--- src/rtl/fxp_pkg.sv ---
// Shared defaults and sign-magnitude helpers for the fixed-point arithmetic unit.
// Imported by fxp_addsub_pipe and fxp_sm_core.
package fxp_pkg;

   localparam int unsigned FXP_INT_W  = 8;
   localparam int unsigned FXP_FRAC_W = 8;

   // Sign bit sits directly above the magnitude field.
   function automatic int unsigned sign_idx(input int unsigned mag_w);
      return mag_w;
   endfunction

   function automatic int unsigned mag_msb(input int unsigned mag_w);
      return mag_w - 1;
   endfunction

   // Largest representable magnitude, 2^mag_w - 1, zero-extended to 64 bits.
   function automatic logic [63:0] sat_max_mag(input int unsigned mag_w);
      return (64'd1 << mag_w) - 64'd1;
   endfunction

endpackage

--- src/rtl/fxp_sm_core.sv ---
// Combinational sign-magnitude add/sub core: magnitude op, sign select, zero fix, overflow.
// Optional clamping on overflow when FXP_ADDSUB_SAT_EN is defined.
module fxp_sm_core
   import fxp_pkg::*;
#(
   parameter int unsigned MAG_W = 16
) (
   input  logic [MAG_W-1:0] m1,
   input  logic [MAG_W-1:0] m2,
   input  logic             sign1,
   input  logic             s2e,
   input  logic             eff_sub,
   input  logic             m1_ge_m2,
   output logic             sign,
   output logic [MAG_W:0]   mag,
   output logic             ovf
);

`ifdef FXP_ADDSUB_SAT_EN
   localparam logic [63:0] SAT_MAX64 = sat_max_mag(MAG_W);
   localparam logic [MAG_W:0] SAT_MAX = SAT_MAX64[MAG_W:0];
`endif

   logic [MAG_W:0] raw;

   always_comb begin
      raw  = '0;
      sign = 1'b0;
      if (!eff_sub) begin
         raw  = {1'b0, m1} + {1'b0, m2};
         sign = sign1;
      end else if (m1_ge_m2) begin
         raw  = {1'b0, m1 - m2};
         sign = sign1;
      end else begin
         raw  = {1'b0, m2 - m1};
         sign = s2e;
      end
      ovf = raw[MAG_W];
      // Never emit negative zero, including from -0 operands.
      if (raw == '0) sign = 1'b0;
`ifdef FXP_ADDSUB_SAT_EN
      mag = ovf ? SAT_MAX : raw;
`else
      mag = raw;
`endif
   end

endmodule

--- src/rtl/fxp_addsub_pipe.sv ---
// Two-stage pipelined sign-magnitude fixed-point adder/subtractor with valid/ready on both
// sides and a saturating overflow counter. FXP_ADDSUB_SAT_EN enables result clamping.
module fxp_addsub_pipe
   import fxp_pkg::*;
#(
   parameter int unsigned INT_W  = FXP_INT_W,
   parameter int unsigned FRAC_W = FXP_FRAC_W,
   parameter int unsigned CNT_W  = 8,
   localparam int unsigned MAG_W = INT_W + FRAC_W,
   localparam int unsigned W     = MAG_W + 1
) (
   input  logic             clk,
   input  logic             rst_n,
   input  logic             in_valid,
   output logic             in_ready,
   input  logic [W-1:0]     operand1,
   input  logic [W-1:0]     operand2,
   input  logic             add_sub,
   output logic             out_valid,
   input  logic             out_ready,
   output logic [W:0]       result,
   output logic             ovf,
   output logic [CNT_W-1:0] ovf_cnt,
   input  logic             cnt_clr
);

   localparam int unsigned SIGN_IDX = sign_idx(MAG_W);
   localparam int unsigned MAG_MSB  = mag_msb(MAG_W);

   // Stage 1 state
   logic             s1_valid_q;
   logic [MAG_W-1:0] s1_m1_q, s1_m2_q;
   logic             s1_sign1_q, s1_s2e_q, s1_eff_sub_q, s1_ge_q;

   // Stage 2 / output state
   logic             out_valid_q;
   logic [W:0]       result_q;
   logic             ovf_q;
   logic [CNT_W-1:0] cnt_q;

   logic             s1_load, s2_load;
   logic [MAG_W-1:0] in_m1, in_m2;
   logic             in_s2e;
   logic             core_sign, core_ovf;
   logic [MAG_W:0]   core_mag;

   assign s2_load  = !out_valid_q || out_ready;
   assign s1_load  = !s1_valid_q || s2_load;
   assign in_ready = s1_load;

   assign in_m1  = operand1[MAG_MSB:0];
   assign in_m2  = operand2[MAG_MSB:0];
   assign in_s2e = operand2[SIGN_IDX] ^ add_sub;

   always_ff @(posedge clk or negedge rst_n) begin
      if (!rst_n) begin
         s1_valid_q   <= 1'b0;
         s1_m1_q      <= '0;
         s1_m2_q      <= '0;
         s1_sign1_q   <= 1'b0;
         s1_s2e_q     <= 1'b0;
         s1_eff_sub_q <= 1'b0;
         s1_ge_q      <= 1'b0;
      end else if (s1_load) begin
         s1_valid_q <= in_valid;
         if (in_valid) begin
            s1_m1_q      <= in_m1;
            s1_m2_q      <= in_m2;
            s1_sign1_q   <= operand1[SIGN_IDX];
            s1_s2e_q     <= in_s2e;
            s1_eff_sub_q <= operand1[SIGN_IDX] ^ in_s2e;
            s1_ge_q      <= (in_m1 >= in_m2);
         end
      end
   end

   fxp_sm_core #(
      .MAG_W(MAG_W)
   ) u_core (
      .m1       (s1_m1_q),
      .m2       (s1_m2_q),
      .sign1    (s1_sign1_q),
      .s2e      (s1_s2e_q),
      .eff_sub  (s1_eff_sub_q),
      .m1_ge_m2 (s1_ge_q),
      .sign     (core_sign),
      .mag      (core_mag),
      .ovf      (core_ovf)
   );

   always_ff @(posedge clk or negedge rst_n) begin
      if (!rst_n) begin
         out_valid_q <= 1'b0;
         result_q    <= '0;
         ovf_q       <= 1'b0;
      end else if (s2_load) begin
         out_valid_q <= s1_valid_q;
         if (s1_valid_q) begin
            result_q <= {core_sign, core_mag};
            ovf_q    <= core_ovf;
         end
      end
   end

   // Counts delivered overflows only; clear takes priority over increment.
   always_ff @(posedge clk or negedge rst_n) begin
      if (!rst_n) begin
         cnt_q <= '0;
      end else if (cnt_clr) begin
         cnt_q <= '0;
      end else if (out_valid_q && out_ready && ovf_q && (cnt_q != '1)) begin
         cnt_q <= cnt_q + 1'b1;
      end
   end

   assign out_valid = out_valid_q;
   assign result    = result_q;
   assign ovf       = ovf_q;
   assign ovf_cnt   = cnt_q;

endmodule

--- config.mk ---
export PLATFORM = sky130hd
export DESIGN_NAME = fxp_addsub_pipe
export DESIGN_NICKNAME = d
export VERILOG_FILES = /design/src/rtl/fxp_pkg.sv /design/src/rtl/fxp_sm_core.sv /design/src/rtl/fxp_addsub_pipe.sv
export SDC_FILE = /design/constraint.sdc
export NUM_CORES = 1
export LEC_CHECK = 0
export ABC_AREA = 1
export CORE_MARGIN = 5
export CORE_UTILIZATION = 70
export DETAILED_ROUTE_END_ITERATION = 7
export DONT_BUFFER_PORTS = 1
export HOLD_SLACK_MARGIN = 0.03
export PLACE_DENSITY = 0.86
export RECOVER_POWER = 100
export SKIP_LAST_GASP = 1
export SLEW_MARGIN = 20
export SYNTH_ARGS = -nofsm -noshare
export SYNTH_HDL_FRONTEND = slang
export SYNTH_SLANG_ARGS = --single-unit
--- constraint.sdc ---
create_clock -name clk -period 3.8 [get_ports clk]
set_input_delay 0.76 -clock clk [delete_from_list [all_inputs] [get_ports clk]]
set_output_delay 0.76 -clock clk [all_outputs]
set_load 0.03 [all_outputs]
# Yosys cells after proc, flatten, opt, wreduce, memory -nomap -nowiden
# Cells that the tools add are included.
dict set report op_classes {
  addsub 4
  n_mul 0
  div 0
  n_lt_le_gt_ge 1
  eq_ne 1
  shifts 0
  n_mux 7
  bitwise_logic 2
  reduce_logical 11
}
# cell n
set ops {}
lappend ops {{16-bit subtractor} 2}
lappend ops {{16-bit by 16-bit adder with 17-bit output} 1}
lappend ops {{17-bit logical NOT} 1}
lappend ops {{17-bit two-way mux} 1}
lappend ops {{16-bit greater-or-equal comparator} 1}
lappend ops {{16-bit two-way mux} 1}
lappend ops {{8-bit two-way mux} 2}
lappend ops {{8-bit by 1-bit adder with 8-bit output (second input constant)} 1}
lappend ops {{8-bit inequality test (second input constant)} 1}
lappend ops {{2-bit AND reduction} 2}
lappend ops {{1-bit logical AND} 3}
lappend ops {{1-bit two-way mux} 3}
lappend ops {{1-bit logical NOT} 2}
lappend ops {{1-bit logical OR} 2}
lappend ops {{2-bit nonzero test} 1}
lappend ops {{1-bit bitwise XOR} 2}
dict set report word_totals {
  register_bits 65
  latchBits 0
  ram_bits 0
  romBits 0
  output_inout_bits 29
  word_cells 37
  mem_count 0
}

# Longest topological paths before layout
# Gate-level depths: netlist of run 1.
dict set report logic_depth {
  depth_word 5
  ltp_mapped 22
  depth_no_buf 21
}

# Modules after synthesis
# A second synthesis of run 1 with hierarchy kept.
dict set report unflattened {
  hier_cells 885
  area_unflattened_um2 5851.9
}
# mod n_inst cells_per_inst area_per_inst_um2
set modules_own_cells {}
lappend modules_own_cells {fxp_addsub_pipe 1 320 3016.6}
lappend modules_own_cells {fxp_sm_core 1 565 2835.2}

# Worst setup path before layout of run 1
# No wires, ideal clock.
dict set report synth_path {
  path_kind {reg-to-reg}
  from {register s1_m1_q[0]}
  to {register result_q[17], in the netlist result[17]}
  setup_time_ns 0.117
  arrival_time_ns 1.971
  t_required_ns 3.683
  slack_ns 1.713
  path_stages_with_launch 19
  n_path_buf 0
  period_less_slack_ns 2.087
  path_cell_list {dfrtp_1 -> ha_1 -> fa_1 -> nand2_1 -> nand2_1 -> nand3_2 -> nand2_1 -> nand2_1 -> nand2_1 -> nand2_1 -> nand2_1 -> nand2_1 -> nand2_1 -> nand2_1 -> nand2_1 -> nor2_1 -> nand3_1 -> nand2_1 -> nand2_1}
}
dict set report synth_via {
  elab_chain_len 5
}
# item line_no
set synth_lines {}
lappend synth_lines {{start: declaration} fxp_addsub_pipe.sv:32} ;# logic [MAG_W-1:0] s1_m1_q, s1_m2_q;
lappend synth_lines {{start signal: assignment} fxp_addsub_pipe.sv:67} ;# s1_m1_q <= in_m1;
lappend synth_lines {{16-bit subtractor (on tied branches)} {fxp_sm_core.sv:36, fxp_sm_core.sv:33}}
lappend synth_lines {{16-bit two-way mux} fxp_sm_core.sv:32} ;# end else if (m1_ge_m2) begin
lappend synth_lines {{17-bit two-way mux (*)} fxp_sm_core.sv:29} ;# if (!eff_sub) begin
lappend synth_lines {{17-bit logical NOT (*)} fxp_sm_core.sv:41} ;# if (raw == '0) sign = 1'b0;
lappend synth_lines {{1-bit two-way mux (*)} fxp_sm_core.sv:41}
lappend synth_lines {{end signal: assignment} fxp_addsub_pipe.sv:99} ;# result_q <= {core_sign, core_mag};
lappend synth_lines {{end: declaration} fxp_addsub_pipe.sv:37} ;# logic [W:0] result_q;
# Every way passes the cells marked *; elsewhere a longest branch is shown, timed or not.
# A chain may end at the register's enable or synchronous reset.

# Final worst setup path of run 1
dict set report layout_path {
  from {register s1_eff_sub_q}
  to {register result_q[17], in the netlist result[17]}
}
dict set report layout_via {
  elab_chain_len 3
}
# item line_no
set layout_lines {}
lappend layout_lines {{start: declaration} fxp_addsub_pipe.sv:33} ;# logic s1_sign1_q, s1_s2e_q, s1_eff_sub_q, s1_ge_q;
lappend layout_lines {{start signal: assignment} fxp_addsub_pipe.sv:71} ;# s1_eff_sub_q <= operand1[SIGN_IDX] ^ in_s2e;
lappend layout_lines {{17-bit two-way mux} fxp_sm_core.sv:29}
lappend layout_lines {{17-bit logical NOT} fxp_sm_core.sv:41}
lappend layout_lines {{1-bit two-way mux (*)} fxp_sm_core.sv:41}
# Marked as above.

==> out/results.txt, run 1 <==
result of the run: complete, no violations
vias per cell: 5.64
clock tree from TritonCTS: done
via count of the first global-routing pass: 5,137
gp weighted congestion: 0.936
maximum vdd ir drop: 257 µV
RSZ-0062 raised after global routing: no
final-report setup violation count: 0
dominant cells by area after synthesis: sky130_fd_sc_hd__dfrtp_1 (29%), sky130_fd_sc_hd__nand2_1 (19%), sky130_fd_sc_hd__ha_1 (15%)
min Tclk post-route: 3.03 ns
layout overhead on the synthesized area: 2.17%
number of warning messages in the yosys log: 0
Post-DRT Antenna Nets: 0
Synthesized Nets: 961
share of async-settable or async-resettable flops after synthesis: 1.00
GRT overflow: 0
combined area of all synthesized cells: 5600 µm²
count of state elements after synthesis: 64
nature of the critical path startpoint: flip-flop
per-instance average area after synthesis: 6.59 µm²
proportion of layout cells with a drive suffix above 1: 0.0403
Layout Cell Area excl Fill: 5730 µm²
number of synthesized flops with an enable pin: 0
total negative slack for setup checks: 0 ns
Post-Route Utilization: 0.737
combined global-route utilization of all metal layers: 0.299
Final Net Count: 950
Final Skew: 0.0128 ns
layout filler cell count: 610
highest clock frequency the design can meet: 331 MHz
Reg clk slew, reported paths: 0.07 ns
required time of the worst setup path: 4.02 ns
top cell type's share of synthesized area: 0.286
Worst-Margin Slew: 1.46 ns
drt drc: 0
max-cap viol count: 0
endpoint type of the worst setup path: flip-flop
buffer cell driving the clock tree root: sky130_fd_sc_hd__clkbuf_8
die boundary height: 99.5 µm
number of clock sinks: 64
Relative slew margins: 0.0291
ys flop type: sky130_fd_sc_hd__dfrtp_1
maximum count of clock buffers along a single path: 2
placed wire-length estimate: 11,500 µm
Max Slew Vio Count: 0
cell count of the worst reg-to-reg path: 15
register area share after synthesis: 0.286
Hold Path Class: in -> async
final worst path period share: 0.796
Horiz. Die Dim: 99.5 µm
Cell variety after synth: 34
detailed-route wire length per cell: 15.1 µm
Core Footprint: 7770 µm²
Data arrival, critical path: 3.25 ns
Power Density: 524 nW/µm²
Inserted Clock Buffers: 9
first-pass GRT wire length: 24,000 µm
number of ports placed on the die boundary: 69
top cell type by total area after synthesis: sky130_fd_sc_hd__dfrtp_1
leakage power: 3.25 nW
largest net degree at the start of global routing: 65
antenna cell count: 0
Die ar.: 9900 µm²
synthesized netlist cell count: 850
antenna violations before repair: 0
Routed Wire Length: 14,300 µm
cts hold-fix bufs: 0
via count: 5,326
Final Hold Vio Count: 0
Iteration-0 DRC Markers: 373
class of the most critical setup path: reg -> reg
htree depth: 3
Post CTS Setup Buffer Count: 0
source-to-sink clock delay at the later pin of the worst-skew pair: 0.34 ns
Initial Util: 0.721
largest driver fanout on the critical path: 13
post-cts repair resize count: 0
first-pass detailed-route iteration total: 5
Area after DPL: 5610 µm²
Row Count: 32
number of buffers inserted by port buffering: 0
-- cell families after synthesis --
kind of cell / Yosys count / synth area share
buffers and inverters: 174 / 0.126
AND/OR/NAND/NOR: 423 / 0.312
adder cells (fa/ha/maj): 71 / 0.163
AO/OA/AOI/OAI: 115 / 0.109
flip-flops: 64 / 0.286
XOR/XNOR: 3 / 0.00469
-- power breakdown --
group	internal (W)	switching (W)
Combinational	0.000430	0.000896
Clock	0.000230	0.000264
Sequential	0.000832	0.000346
-- final cells by class --
class	instances	area, µm²	area share
clock inverter	4	22.5	0.00393
inverter	149	559	0.0977
timing repair buffer	3	11.3	0.00197
tap	102	128	0.0223
clock buffer	11	131	0.0229
sequential	64	1600	0.280
multi-input combinational	612	3270	0.571
-- flip-flops by register name, summed over array words and instances (netlist names) --
register      flops
s1_m2_q          16
s1_valid_q        1
ovf_cnt           8
s1_ge_q           1
out_valid         1
s1_m1_q          16
result           18
s1_eff_sub_q      1
s1_s2e_q          1
s1_sign1_q        1
-- synthesized netlist by cell type (3+ instances only) --
| library cell | instances |
|---|---|
| sky130_fd_sc_hd__nand2_1 | 289 |
| sky130_fd_sc_hd__inv_1 | 142 |
| sky130_fd_sc_hd__o21ai_0 | 69 |
| sky130_fd_sc_hd__ha_1 | 68 |
| sky130_fd_sc_hd__dfrtp_1 | 64 |
| sky130_fd_sc_hd__nor2_1 | 50 |
| sky130_fd_sc_hd__nand3_1 | 44 |
| sky130_fd_sc_hd__a21oi_1 | 34 |
| sky130_fd_sc_hd__nand4_1 | 12 |
| sky130_fd_sc_hd__clkbuf_1 | 11 |
| sky130_fd_sc_hd__buf_4 | 10 |
| sky130_fd_sc_hd__nand2_2 | 10 |
| sky130_fd_sc_hd__nor3_1 | 7 |
| sky130_fd_sc_hd__inv_2 | 6 |
| sky130_fd_sc_hd__fa_1 | 3 |
| sky130_fd_sc_hd__nor2_2 | 3 |
| sky130_fd_sc_hd__nor3_2 | 3 |
| sky130_fd_sc_hd__o21bai_1 | 3 |
-- layer usage --
metal,routed length [µm],GRT usage,vias to the layer above
met3,1060,0.0491,34
met2,6560,0.489,225
met1,6320,0.409,2449
met4,324,0.0893,0
li1,-,-,2618
met5,0,0,-
-- final timing paths --
check | start | to | slack (ns)
worst max-delay path | s1_eff_sub_q$_DFFE_PN0P_ | result[17]$_DFFE_PN0P_ | 0.77
worst min-delay path | rst_n | out_valid$_DFFE_PN0P_ | 0.11
worst max register to register | s1_eff_sub_q$_DFFE_PN0P_ | result[17]$_DFFE_PN0P_ | 0.77
worst min register to register | s1_sign1_q$_DFFE_PN0P_ | s1_sign1_q$_DFFE_PN0P_ | 0.50
max in group asynchronous | rst_n | s1_m2_q[7]$_DFFE_PN0P_ | 3.56
min in group clk | s1_sign1_q$_DFFE_PN0P_ | s1_sign1_q$_DFFE_PN0P_ | 0.50
-- stage by stage --
stage / hold WS (ns) / instances / worst slack, ns / power, W
after floorplan: 0.448 / 850 / 1.71 / 0.00219
after CTS: 0.102 / 945 / 1.24 / 0.00299
after detailed placement: 0.466 / 930 / 1.28 / 0.00250
after global routing: 0.0877 / 945 / 0.441 / 0.00325
after global placement: 0.466 / 930 / 1.34 / 0.00245
final: 0.106 / 945 / 0.775 / 0.00300
-- placed cells by master (no fill, tap or decap), types with 12 or more instances in the layout --
| cell | instances |
|---|---|
| sky130_fd_sc_hd__nand2_1 | 290 |
| sky130_fd_sc_hd__inv_1 | 142 |
| sky130_fd_sc_hd__o21ai_0 | 70 |
| sky130_fd_sc_hd__ha_1 | 68 |
| sky130_fd_sc_hd__dfrtp_1 | 64 |
| sky130_fd_sc_hd__nor2_1 | 52 |
| sky130_fd_sc_hd__nand3_1 | 45 |
| sky130_fd_sc_hd__a21oi_1 | 34 |
| sky130_fd_sc_hd__nand4_1 | 12 |
-- worst max-delay path, cell delays in order (launching register included) --
cell and delay [ns]:
sky130_fd_sc_hd__dfrtp_1 0.63, sky130_fd_sc_hd__inv_1 0.33, sky130_fd_sc_hd__nor2_1 0.75, sky130_fd_sc_hd__o21ai_0 0.30, sky130_fd_sc_hd__nand2_1 0.12, sky130_fd_sc_hd__nand2_1 0.05
sky130_fd_sc_hd__nand2_1 0.09, sky130_fd_sc_hd__nand2_1 0.08, sky130_fd_sc_hd__nand3_1 0.08, sky130_fd_sc_hd__nand2_1 0.05, sky130_fd_sc_hd__nand2_1 0.08, sky130_fd_sc_hd__nand3_1 0.08
sky130_fd_sc_hd__nor2_1 0.09, sky130_fd_sc_hd__nand3_1 0.07, sky130_fd_sc_hd__nand2_1 0.07, sky130_fd_sc_hd__nand2_1 0.05
(Power assumes the default switching activity.)
==> inputs of run 2 (changes only) <==
CORE_UTILIZATION = 59   (was 70)
PLACE_DENSITY = 0.78   (was 0.86)
clock period = 2.55 ns   (was 3.8 ns; I/O delays follow)
==> run 2 against run 1 <==
Compared with the run above: the run now ends with max-capacitance violations, max-slew violations left; sequential share of layout area decreased by 0.84 points; critical path depth increased by 2; total power increased by 54%; count of clock-buffer cells in the layout unchanged; clock skew increased by 0.0020 ns; register-to-register slack got worse by 0.64 ns; combinational power increased by 60%; worst setup slack got worse by 0.64 ns; flip-flop and latch count unchanged; routed wire length increased by 3.6%; fmax increased by 25%; non-clock buffer count increased by 9; highest routed layer unchanged.
==> out/results.txt, run 2 (synthesis results as in run 1) <==
proportion of layout cells with a drive suffix above 1: 0.0857 (+0.0453)
Inserted Clock Buffers: 9 (unchanged)
Relative slew margins: -0.0700 (-0.0992)
Post-DRT Antenna Nets: 0 (unchanged)
Final Skew: 0.0148 ns (+0.00199 ns)
failing checks: max-capacitance violations, max-slew violations
layout filler cell count: 874 (+43%)
first-pass detailed-route iteration total: 5 (unchanged)
via count: 5,178 (-2.8%)
commonest non-fill, non-tap cells in the layout: sky130_fd_sc_hd__nand2_1 (287), sky130_fd_sc_hd__inv_1 (139), sky130_fd_sc_hd__o21ai_0 (67)
gp weighted congestion: 0.956 (+2.2%)
Area after DPL: 5690 µm² (+1.5%)
antenna violations before repair: 0 (unchanged)
commonest non-fill, non-tap cell in the layout: sky130_fd_sc_hd__nand2_1
highest clock frequency the design can meet: 414 MHz (+25%)
end point of the worst hold path: s1_m1_q[15]$_DFFE_PN0P_
Routed Wire Length: 14,800 µm (+3.6%)
tightest hold margin: 0.276 ns (+0.171 ns)
antenna cell count: 0 (unchanged)
largest net degree at the start of global routing: 65 (unchanged)
number of ports placed on the die boundary: 69 (unchanged)
GRT overflow: 0 (unchanged)
Layout Cell Area excl Fill: 5920 µm² (+3.3%)
drt drc: 0 (unchanged)
buffer cell driving the clock tree root: sky130_fd_sc_hd__clkbuf_8
internal portion of total power: 0.00230 W (+54%)
post-route worst setup slack: 0.134 ns (-0.641 ns)
source-to-sink clock delay at the later pin of the worst-skew pair: 0.35 ns (about the same)
final worst path period share: 0.948 (+0.151)
max-cap viol count: 1 (+1)
Final Hold Vio Count: 0 (unchanged)
CP Launch Point: s1_m2_q[0]$_DFFE_PN0P_
vias per cell: 5.28 (-6.3%)
result of the run: complete, but fails checks
Iteration-0 DRC Markers: 395 (+5.9%)
Final Net Count: 959 (+0.95%)
Reg clk slew, reported paths: 0.08 ns (about the same)
detailed-route wire length per cell: 15.1 µm (-0.23%)
switching part of the total: 0.502 (-0.000690)
maximum count of clock buffers along a single path: 2 (unchanged)
min-delay src: operand1[15]
reg2reg setup slack: 0.13 ns (-0.64 ns)
htree depth: 3 (unchanged)
worst setup timing slack at the placement stage: 0.00725 ns (-1.27 ns)
cell count of the worst reg-to-reg path: 17 (+2)
die boundary height: 107 µm (+8.0%)
maximum vdd ir drop: 299 µV (+16%)
Logic pwr share: 0.461 (+0.018)
number of clock sinks: 64 (unchanged)
layout overhead on the synthesized area: 5.56%
min Tclk post-route: 2.42 ns (-0.609 ns)
total negative slack for setup checks: 0 ns (unchanged)
number of instances on the worst hold path: 2
Initial Util: 0.606 (-0.115)
nature of the critical path startpoint: flip-flop
relative contribution of sequential cells to total power: 0.376 (-0.017)
portion of total power attributed to the clock network: 0.163 (-0.002)
leakage power: 3.28 nW (+0.93%)
sequential cell area in the final layout: 1610 µm² (+0.23%)
number of flip-flops under the largest register name: 18 (unchanged)
class of the most critical setup path: reg -> reg
Max Slew Vio Count: 65 (+65)
first-pass GRT wire length: 24,000 µm (about the same)
endpoint type of the worst setup path: flip-flop
Core Footprint: 9240 µm² (+19%)
number of buffers inserted by port buffering: 0 (unchanged)
final-report setup violation count: 0 (unchanged)
clock tree from TritonCTS: done
Die ar.: 11,500 µm² (+17%)
Row Count: 35 (+9.4%)
Horiz. Die Dim: 107 µm (+8.0%)
Worst-Margin Slew: 1.61 ns (+0.149 ns)
required time of the worst setup path: 2.79 ns (-1.23 ns)
combined global-route utilization of all metal layers: 0.263 (-0.0357)
placed wire-length estimate: 11,700 µm (+1.8%)
largest driver fanout on the critical path: 4 (-9)
Power Density: 780 nW/µm² (+49%)
multi-input combinational cell area: 3350 µm² (+2.5%)
Reg-to-Reg Start: s1_m2_q[0]$_DFFE_PN0P_
via count of the first global-routing pass: 5,006 (-2.6%)
Post-Route Utilization: 0.640 (-0.0969)
Hold Path Class: in -> reg
reg2reg end: result[17]$_DFFE_PN0P_
Data arrival, critical path: 2.65 ns (-0.60 ns)
switching power summed over all nets: 0.00231 W (+54%)
run 2: area by class of cell:
class,count,area share
well taps,129,0.0273
repair buffers,12,0.0137
flip-flops and latches,64,0.271
inverters,149,0.0945
multi-input cells,612,0.567
clock inverters,4,0.00381
clock buffers,11,0.0222
run 2: repair_timing:
action / CTS / global route
hold endpoints to repair: 64 / 0
hold buffers: 1 / 0
pin swaps: 0 / 1
setup buffers: 0 / 1
endpoints found under the setup margin: 1 / 1
gates resized for setup: 1 / 26
run 2: layer usage:
metal  vias up  routed length, µm  global-route usage
li1       2637                  -                   -
met1      2358               7010               0.362
met2       163               6650               0.421
met3        20                914              0.0516
met4         0                201              0.0757
met5         -                  0                   0
run 2: worst max path at each step:
stage | endpoint | cells after the start | slack [ns]
2_1_floorplan | result[17]$_DFFE_PN0P_ | 18 | 0.46
3_3_place_gp | result[17]$_DFFE_PN0P_ | 16 | 0.05
3_5_place_dp | result[17]$_DFFE_PN0P_ | 16 | 0.007
4_1_cts | result[17]$_DFFE_PN0P_ | 19 | 0.07
5_1_grt | result[17]$_DFFE_PN0P_ | 21 | -0.009
6_report | result[17]$_DFFE_PN0P_ | 17 | 0.13
run 2: critical path, cell delays in order, from the launching register on:
cell and delay (ns):
sky130_fd_sc_hd__dfrtp_2 0.45, sky130_fd_sc_hd__inv_2 0.07, sky130_fd_sc_hd__ha_1 0.22, sky130_fd_sc_hd__fa_1 0.39
sky130_fd_sc_hd__inv_1 0.10, sky130_fd_sc_hd__nand2_1 0.06, sky130_fd_sc_hd__nand2_1 0.11, sky130_fd_sc_hd__nand2_1 0.11
sky130_fd_sc_hd__nand2_1 0.09, sky130_fd_sc_hd__nand2_1 0.07, sky130_fd_sc_hd__nand3_1 0.07, sky130_fd_sc_hd__nand2_1 0.05
sky130_fd_sc_hd__nand2_1 0.11, sky130_fd_sc_hd__nand3_1 0.09, sky130_fd_sc_hd__nor2_1 0.10, sky130_fd_sc_hd__nand3_1 0.09
sky130_fd_sc_hd__nand2_1 0.07, sky130_fd_sc_hd__nand2_1 0.04
run 2: power by group through the flow:
stage	logic (W)	registers, W	clock network (W)
floorplan	0.00158	0.00169	0
global placement	0.00201	0.00173	0
detailed placement	0.00203	0.00175	0
CTS	0.00206	0.00173	0.000766
global route	0.00242	0.00177	0.000811
finish	0.00213	0.00173	0.000753
run 2: through the flow:
step                      total power (W)  instances
after global routing              0.00499        981
after floorplan                   0.00327        850
after detailed placement          0.00378        964
after global placement            0.00374        964
after CTS                         0.00456        980
final                             0.00461        981
